## config.mk

```make
export PLATFORM = sky130hd
export DESIGN_NAME = brom_arbiter
export DESIGN_NICKNAME = d
export VERILOG_FILES = /design/src/rtl/brom_arbiter.sv
export SDC_FILE = /design/constraint.sdc
export NUM_CORES = 1
export LEC_CHECK = 0
export ABC_AREA = 0
export BUFFER_PORTS_ARGS = -buffer_cell sky130_fd_sc_hd__buf_2
export CORE_ASPECT_RATIO = 0.8
export CORE_MARGIN = 3
export CORE_UTILIZATION = 53
export CTS_CLUSTER_DIAMETER = 50
export CTS_CLUSTER_SIZE = 40
export DETAILED_ROUTE_END_ITERATION = 16
export PLACE_DENSITY_LB_ADDON = 0.05
export RECOVER_POWER = 100
export SETUP_SLACK_MARGIN = 0.15
export SYNTH_ARGS = -nofsm -noshare
export SYNTH_HDL_FRONTEND = slang
export SYNTH_SLANG_ARGS = --single-unit
```

## constraint.sdc

```tcl
create_clock -name clk -period 10.6 [get_ports clk]
set_input_delay 2.12 -clock clk [delete_from_list [all_inputs] [get_ports clk]]
set_output_delay 2.12 -clock clk [all_outputs]
set_load 0.01 [all_outputs]
```

## src/rtl/brom_arbiter.sv

```systemverilog
// Two-port arbiter and response sequencer for the single-port synchronous ROM.
// Define BROM_ARB_RR_EN for round-robin arbitration; the default is fixed priority (port 0 wins).
module brom_arbiter #(
    parameter int AWIDTH = 10,
    parameter int DWIDTH = 32
) (
    input  logic              clk,
    input  logic              rst,
    input  logic              req0_valid,
    input  logic [AWIDTH-1:0] req0_addr,
    output logic              req0_ready,
    input  logic              req1_valid,
    input  logic [AWIDTH-1:0] req1_addr,
    output logic              req1_ready,
    output logic              rsp0_valid,
    output logic [DWIDTH-1:0] rsp0_data,
    input  logic              rsp0_ready,
    output logic              rsp1_valid,
    output logic [DWIDTH-1:0] rsp1_data,
    input  logic              rsp1_ready,
    output logic              rom_cs,
    output logic [AWIDTH-1:0] rom_addr,
    input  logic [DWIDTH-1:0] rom_dout
);

    typedef enum logic [1:0] {
        IDLE = 2'd0,
        READ = 2'd1,
        HOLD = 2'd2
    } state_e;

    state_e            st0_q, st0_d, st1_q, st1_d;
    logic [DWIDTH-1:0] hold0_q, hold0_d, hold1_q, hold1_d;
    logic              last_q, last_d;
    logic              elig0, elig1, gnt0, gnt1;

    function automatic state_e next_state(input state_e s, input logic g, input logic r);
        state_e n;
        n = IDLE;
        if (g) begin
            n = READ;
        end else begin
            case (s)
                READ:    n = r ? IDLE : HOLD;
                HOLD:    n = r ? IDLE : HOLD;
                default: n = IDLE;
            endcase
        end
        return n;
    endfunction

    always_ff @(posedge clk or posedge rst) begin
        if (rst) begin
            st0_q   <= IDLE;
            st1_q   <= IDLE;
            hold0_q <= '0;
            hold1_q <= '0;
            last_q  <= 1'b1;
        end else begin
            st0_q   <= st0_d;
            st1_q   <= st1_d;
            hold0_q <= hold0_d;
            hold1_q <= hold1_d;
            last_q  <= last_d;
        end
    end

    always_comb begin
        elig0 = req0_valid && ((st0_q == IDLE) || rsp0_ready);
        elig1 = req1_valid && ((st1_q == IDLE) || rsp1_ready);
        gnt0  = 1'b0;
        gnt1  = 1'b0;
        if (!rst) begin
`ifdef BROM_ARB_RR_EN
            if (elig0 && elig1) begin
                gnt0 = last_q;
                gnt1 = ~last_q;
            end else begin
                gnt0 = elig0;
                gnt1 = elig1;
            end
`else
            gnt0 = elig0;
            gnt1 = elig1 && !elig0;
`endif
        end
    end

    always_comb begin
        st0_d   = next_state(st0_q, gnt0, rsp0_ready);
        st1_d   = next_state(st1_q, gnt1, rsp1_ready);
        hold0_d = hold0_q;
        hold1_d = hold1_q;
        // rom_dout may be overwritten by the other port's read next cycle, so stalled data is captured
        if (st0_q == READ && !rsp0_ready) hold0_d = rom_dout;
        if (st1_q == READ && !rsp1_ready) hold1_d = rom_dout;
        last_d = last_q;
        if (gnt0)      last_d = 1'b0;
        else if (gnt1) last_d = 1'b1;
    end

    always_comb begin
        req0_ready = gnt0;
        req1_ready = gnt1;
        rom_cs     = gnt0 | gnt1;
        rom_addr   = '0;
        if (gnt0)      rom_addr = req0_addr;
        else if (gnt1) rom_addr = req1_addr;
        rsp0_valid = (st0_q != IDLE);
        rsp1_valid = (st1_q != IDLE);
        rsp0_data  = (st0_q == READ) ? rom_dout : hold0_q;
        rsp1_data  = (st1_q == READ) ? rom_dout : hold1_q;
    end

endmodule

```

==> run metrics, run 1 <==
Tmin final=7560 ps; Crit Path Max Fanout=48; clock buffer depth=2; clk root buf=clkbuf_8; Critical Path RT=8480 ps; DIE AREA=just under 0.008 mm^2; Nets=approximately 440; top post-synthesis cells by area=dfrtp_1 48%, mux2_2 39%, a32o_2 2.5%; clock sinks=a little under 70; Post-CTS Setup Inserts=0; mapped cell area=roughly 0.0035 mm^2; Hold Slack=approximately 490 ps; max incr delay on CP=1720 ps; highest clock rate=132 MHz; unrepaired setup endpoints after global routing=no; hold_buf cts=0; routed len/inst=15.5 um; Die Y=just under 80 um; first-pass GRT wire length=11900 um; total inserted antenna cells=0; outcome=finished, violations left; Comb power frac=0.307; fillers=approximately 560; clk slew on worst S/H paths=70 ps; failing checks=max-capacitance violations, max-slew violations; Overall Power=around 860 uW; Routed Antenna Nets=0; Flop pwr share=0.417; Hold WC Path Type=register to register; largest net degree at the start of global routing=49; Slew Limit Headroom=-0.981; initial drt markers=53; Core Box Area=around 0.0064 mm^2; most frequent cells in the layout=123 x mux2_2, 83 x clkbuf_1, 68 x dfrtp_1; die width=97.5 um; Num CTS Buffers=9; initial core utilization=0.551; Hold Fails Final Rpt=0; Seq/Total Area, Yosys=0.480; max cap viols=4; switching share of power=0.292; post-synthesis instance total=245; max-slew violation count=130; Crit Path Class=input pin to output pin; initial antenna violation count=0; setup_tns=0 ps; crit-path cells=clkbuf_1, inv_1, clkbuf_1, and2_0, or2_2, clkbuf_1; critical path depth=6; TritonCTS clock tree=built; most common cell after layout, fill and taps aside=mux2_2; fin crit share=0.713; CP Data Arrival Time=~5400 ps; Synth Warn #=0; CP Launch Type=input pin; H-tree depth=3; critical path's slowest cell=clkbuf_1; Internal=607 uW; Resize count post-CTS=0; final setup violating endpoints=0; Peak VDD IR=0.122 mV; GRT overflow=0; hold path depth=1; Yosys cell types=19; Yosys reg bits=68; Setup crit end kind=output pin; cell family with most CP delay=buffers and inverters; PD cells=roughly 200 mW/mm^2; share of cells above drive strength 1=0.537; reg2reg setup slack=approximately 6600 ps; CP Buf/Inv Count=4; Reg2Reg Depth=4; # rows=26; vias in the first global route=roughly 2500; GPL Wtd Cong=0.724; Fin Clk Skew=around 6.4 ps; DR vias/cell=5.18; Syn Nets=slightly above 300; Top cell by count, worst path=clkbuf_1; GR Util All Layers=0.195; IO Count=around 140; sw power=roughly 250 uW; syn avg cell area=14.5 um^2; post-synth top area share=0.480; Clk network pwr share=0.275; cell taking the most area after synthesis=dfrtp_1; dpl hpwl=4960 um; number of detailed-route iterations in the first pass=4; worst skew pair latency=~330 ps; Worst Tran Pin Value=slightly below 3000 ps; via count=2402; # DRC=0; Pleak=roughly 0.0019 uW; I/O Buffers=roughly 140; Post-Route WL=7210 um; Syn-to-layout area delta=21.5%
-- flip-flops by register name, summed over array words and instances (netlist names) --
name and count:
hold0_q 32, hold1_q 32, st0_q 2, st1_q 2
-- path summary, 6_finish.rpt --
kind	start	endpoint
max	rst	rom_cs
min	hold1_q[20]	hold1_q[20]
max reg2reg	st1_q[1]	hold1_q[16]
min reg2reg	hold1_q[20]	hold1_q[20]
max in group asynchronous	rst	hold0_q[5]
min in group asynchronous	rst	hold0_q[29]
-- through the flow --
step / setup slack, ps / instances / area, um^2 / utilization
3_5_place_dp: 4560 / 448 / 4220 / 0.655
2_1_floorplan: 3650 / 245 / 3550 / -
6_report: 3040 / 464 / 4310 / 0.669
5_1_grt: 2350 / 464 / 4310 / 0.669
3_3_place_gp: 4570 / 448 / 4220 / 0.655
4_1_cts: 4570 / 464 / 4440 / 0.690
-- cells by family (layout without fill, tap and decap cells) --
family	count (synthesis)	count (layout)	synth area share
mux	128	128	0.406
flops	68	68	0.480
compound gates	11	11	0.0332
simple gates	8	8	0.0190
fa+ha+maj	4	4	0.0141
buf+inv	26	161	0.0476
-- power groups by stage --
stage	logic, uW	clock network [uW]	registers (uW)
floorplan	191	0	352
global placement	281	0	359
detailed placement	284	0	362
CTS	286	242	358
global route	289	258	367
finish	263	236	357
-- cell type report --
type | instances | area, um^2 | area share
timing repair buffer | 138 | 589 | 0.137
sequential | 68 | 1700 | 0.395
tap | 84 | 105 | 0.0244
clock buffer | 10 | 138 | 0.0319
multi-input combinational | 151 | 1660 | 0.386
inverter | 7 | 26.3 | 0.00610
clock inverter | 6 | 86.3 | 0.0200
-- synth_stat cells --
cell	n
mux2_2	123
dfrtp_1	68
a32o_2	8
buf_2	8
buf_6	8
inv_1	7
mux2_1	5
ha_1	4
a32o_1	2
clkbuf_1	2
nor3b_1	2
and2_1	1
clkbuf_2	1
nand2b_1	1
nor2_1	1
nor2b_1	1
nor4b_4	1
o21a_1	1
or2_2	1
-- routing by layer --
metal / vias up / track usage / wire (um)
met2: 84 / 0.329 / 3400
li1: 1147 / - / -
met5: - / 0 / 0
met4: 0 / 0.0415 / 38
met3: 4 / 0.0825 / 587
met1: 1167 / 0.234 / 3180
Note: power is estimated with default switching activity, not from simulation.
==> run 2: changes to the inputs <==
--- a/config.mk
+++ b/config.mk
@@ -9,7 +9,7 @@
 export BUFFER_PORTS_ARGS = -buffer_cell sky130_fd_sc_hd__buf_2
 export CORE_ASPECT_RATIO = 0.8
 export CORE_MARGIN = 3
-export CORE_UTILIZATION = 53
+export CORE_UTILIZATION = 49
 export CTS_CLUSTER_DIAMETER = 50
 export CTS_CLUSTER_SIZE = 40
 export DETAILED_ROUTE_END_ITERATION = 16
==> constraint.sdc (replaced) <==
create_clock -name clk -period 7.05 [get_ports clk]
set_input_delay 1.41 -clock clk [delete_from_list [all_inputs] [get_ports clk]]
set_output_delay 1.41 -clock clk [all_outputs]
set_load 0.01 [all_outputs]
==> run 2 against run 1 <==
Net effect:
- the run still ends with max-capacitance violations, max-slew violations left
- via count increased by 0.21%
- first-iteration DRC count is 60% higher
- largest cell class unchanged
- critical path depth is 1 lower
- critical endpoint unchanged
- die area up 7.6%
- highest routed layer unchanged
- sequential power up 51%
- utilization decreased by 5.0 points
- combinational power increased by 52%
- non-clock buffer count is 1 lower
- clock power increased by 50%
==> run metrics, run 2 (synthesized netlist as in run 1, its figures left out) <==
outcome=finished, violations left; failing checks=max-capacitance violations, max-slew violations; Crit Path Max Fanout=14; setup_tns=0 ps; first-pass GRT wire length=roughly 12000 um; final setup violating endpoints=0; Post-Route WL=approximately 7500 um; Top Metal Used=met4; met2 WL=~3500 um; hold_buf cts=0; die width=101 um; max cap viols=5; met1 WL=roughly 3300 um; Hold Fails Final Rpt=0; H-tree depth=3; routed len/inst=approximately 16 um; fin crit share=0.746; Core Box Area=between 0.006 and 0.007 mm^2; via count=2407; I/O Buffers=136; Tmin final=5260 ps; Overall Power=about 1300 uW; clock buffer depth=2; Die Y=just over 80 um; clk slew on worst S/H paths=about 70 ps; # DRC=0; Crit Path Class=input pin to output pin; dpl hpwl=5070 um; most frequent cells in the layout=121 x mux2_2, 78 x clkbuf_1, 68 x dfrtp_1; Slew Limit Headroom=-0.972; Routed Antenna Nets=0; highest clock rate=between 150 and 200 MHz; # rows=27; Routed met3 length=around 600 um; number of detailed-route iterations in the first pass=4; Pleak=0.00190 uW; CP Data Arrival Time=3850 ps; Critical Path RT=5640 ps; DR vias/cell=between 5 and 6; top flop regs=hold0_q x32, hold1_q x32; initial core utilization=0.510; Nets=between 400 and 500; most common cell after layout, fill and taps aside=mux2_2; largest net degree at the start of global routing=70; initial drt markers=85; TritonCTS clock tree=built; hold path depth=1; initial antenna violation count=0; IO Count=~140; clock sinks=just under 70; Hold Slack=approximately 490 ps; Reg2Reg Depth=4; DIE AREA=0.00830 mm^2; Setup crit end kind=output pin; vias in the first global route=between 2000 and 2500; GRT overflow=0; worst skew pair latency=roughly 350 ps; Hold WC Path Type=register to register; share of cells above drive strength 1=0.538; Num CTS Buffers=9; clk root buf=clkbuf_8; Resize count post-CTS=0; Fin Clk Skew=11.2 ps; GPL Wtd Cong=0.731; post-route setup slack=~1800 ps; max-slew violation count=149; CP Launch Type=input pin; fillers=just over 600; PD cells=300 mW/mm^2; Peak VDD IR=0.160 mV; unrepaired setup endpoints after global routing=no; Post-CTS Setup Inserts=0; Syn-to-layout area delta=21.5%; GR Util All Layers=0.189; pre-CTS setup slack=2660 ps; total inserted antenna cells=0; Worst Tran Pin Value=2950 ps
-- run 2: per-layer routing --
layer,vias up,global-route usage
met2,78,0.301
met1,1174,0.246
li1,1151,-
met5,-,0
met3,4,0.0621
met4,0,0.0637
-- run 2: final timing paths --
kind,from,slack [ps],to
max,rsp0_ready,1790,rom_cs
min,hold1_q[28],490,hold1_q[28]
max reg2reg,st1_q[1],2520,hold1_q[31]
min reg2reg,hold1_q[28],490,hold1_q[28]
max in group asynchronous,rst,4890,hold1_q[28]
min in group asynchronous,rst,1590,st1_q[1]
-- run 2: critical path: stages --
cell and delay, ps:
clkbuf_1 90, o21a_1 310, nor4b_1 1600, or2_2 290
clkbuf_1 150
-- run 2: cell type report --
cell class	instances	area, um^2	area share
multi-input cells	151	1660	0.385
repair buffers	137	591	0.137
clock buffers	9	124	0.0287
inverters	7	26.3	0.00610
clock inverters	7	98.8	0.0229
flip-flops and latches	68	1700	0.395
well taps	87	109	0.0253
-- run 2: metrics by stage --
step / cells / utilization / instance area [um^2]
after global routing: 466 / 0.619 / 4310
after floorplan: 245 / - / 3550
after global placement: 450 / 0.606 / 4220
final: 466 / 0.619 / 4310
after CTS: 466 / 0.638 / 4440
after detailed placement: 450 / 0.606 / 4220
-- run 2: report_power, final --
group | internal [uW] | total (uW) | switching (uW) | leakage, uW
registers | 491 | 539 | 47.3 | 0.000817
clock network | 201 | 355 | 154 | 0.000110
logic | 212 | 399 | 186 | 0.000968
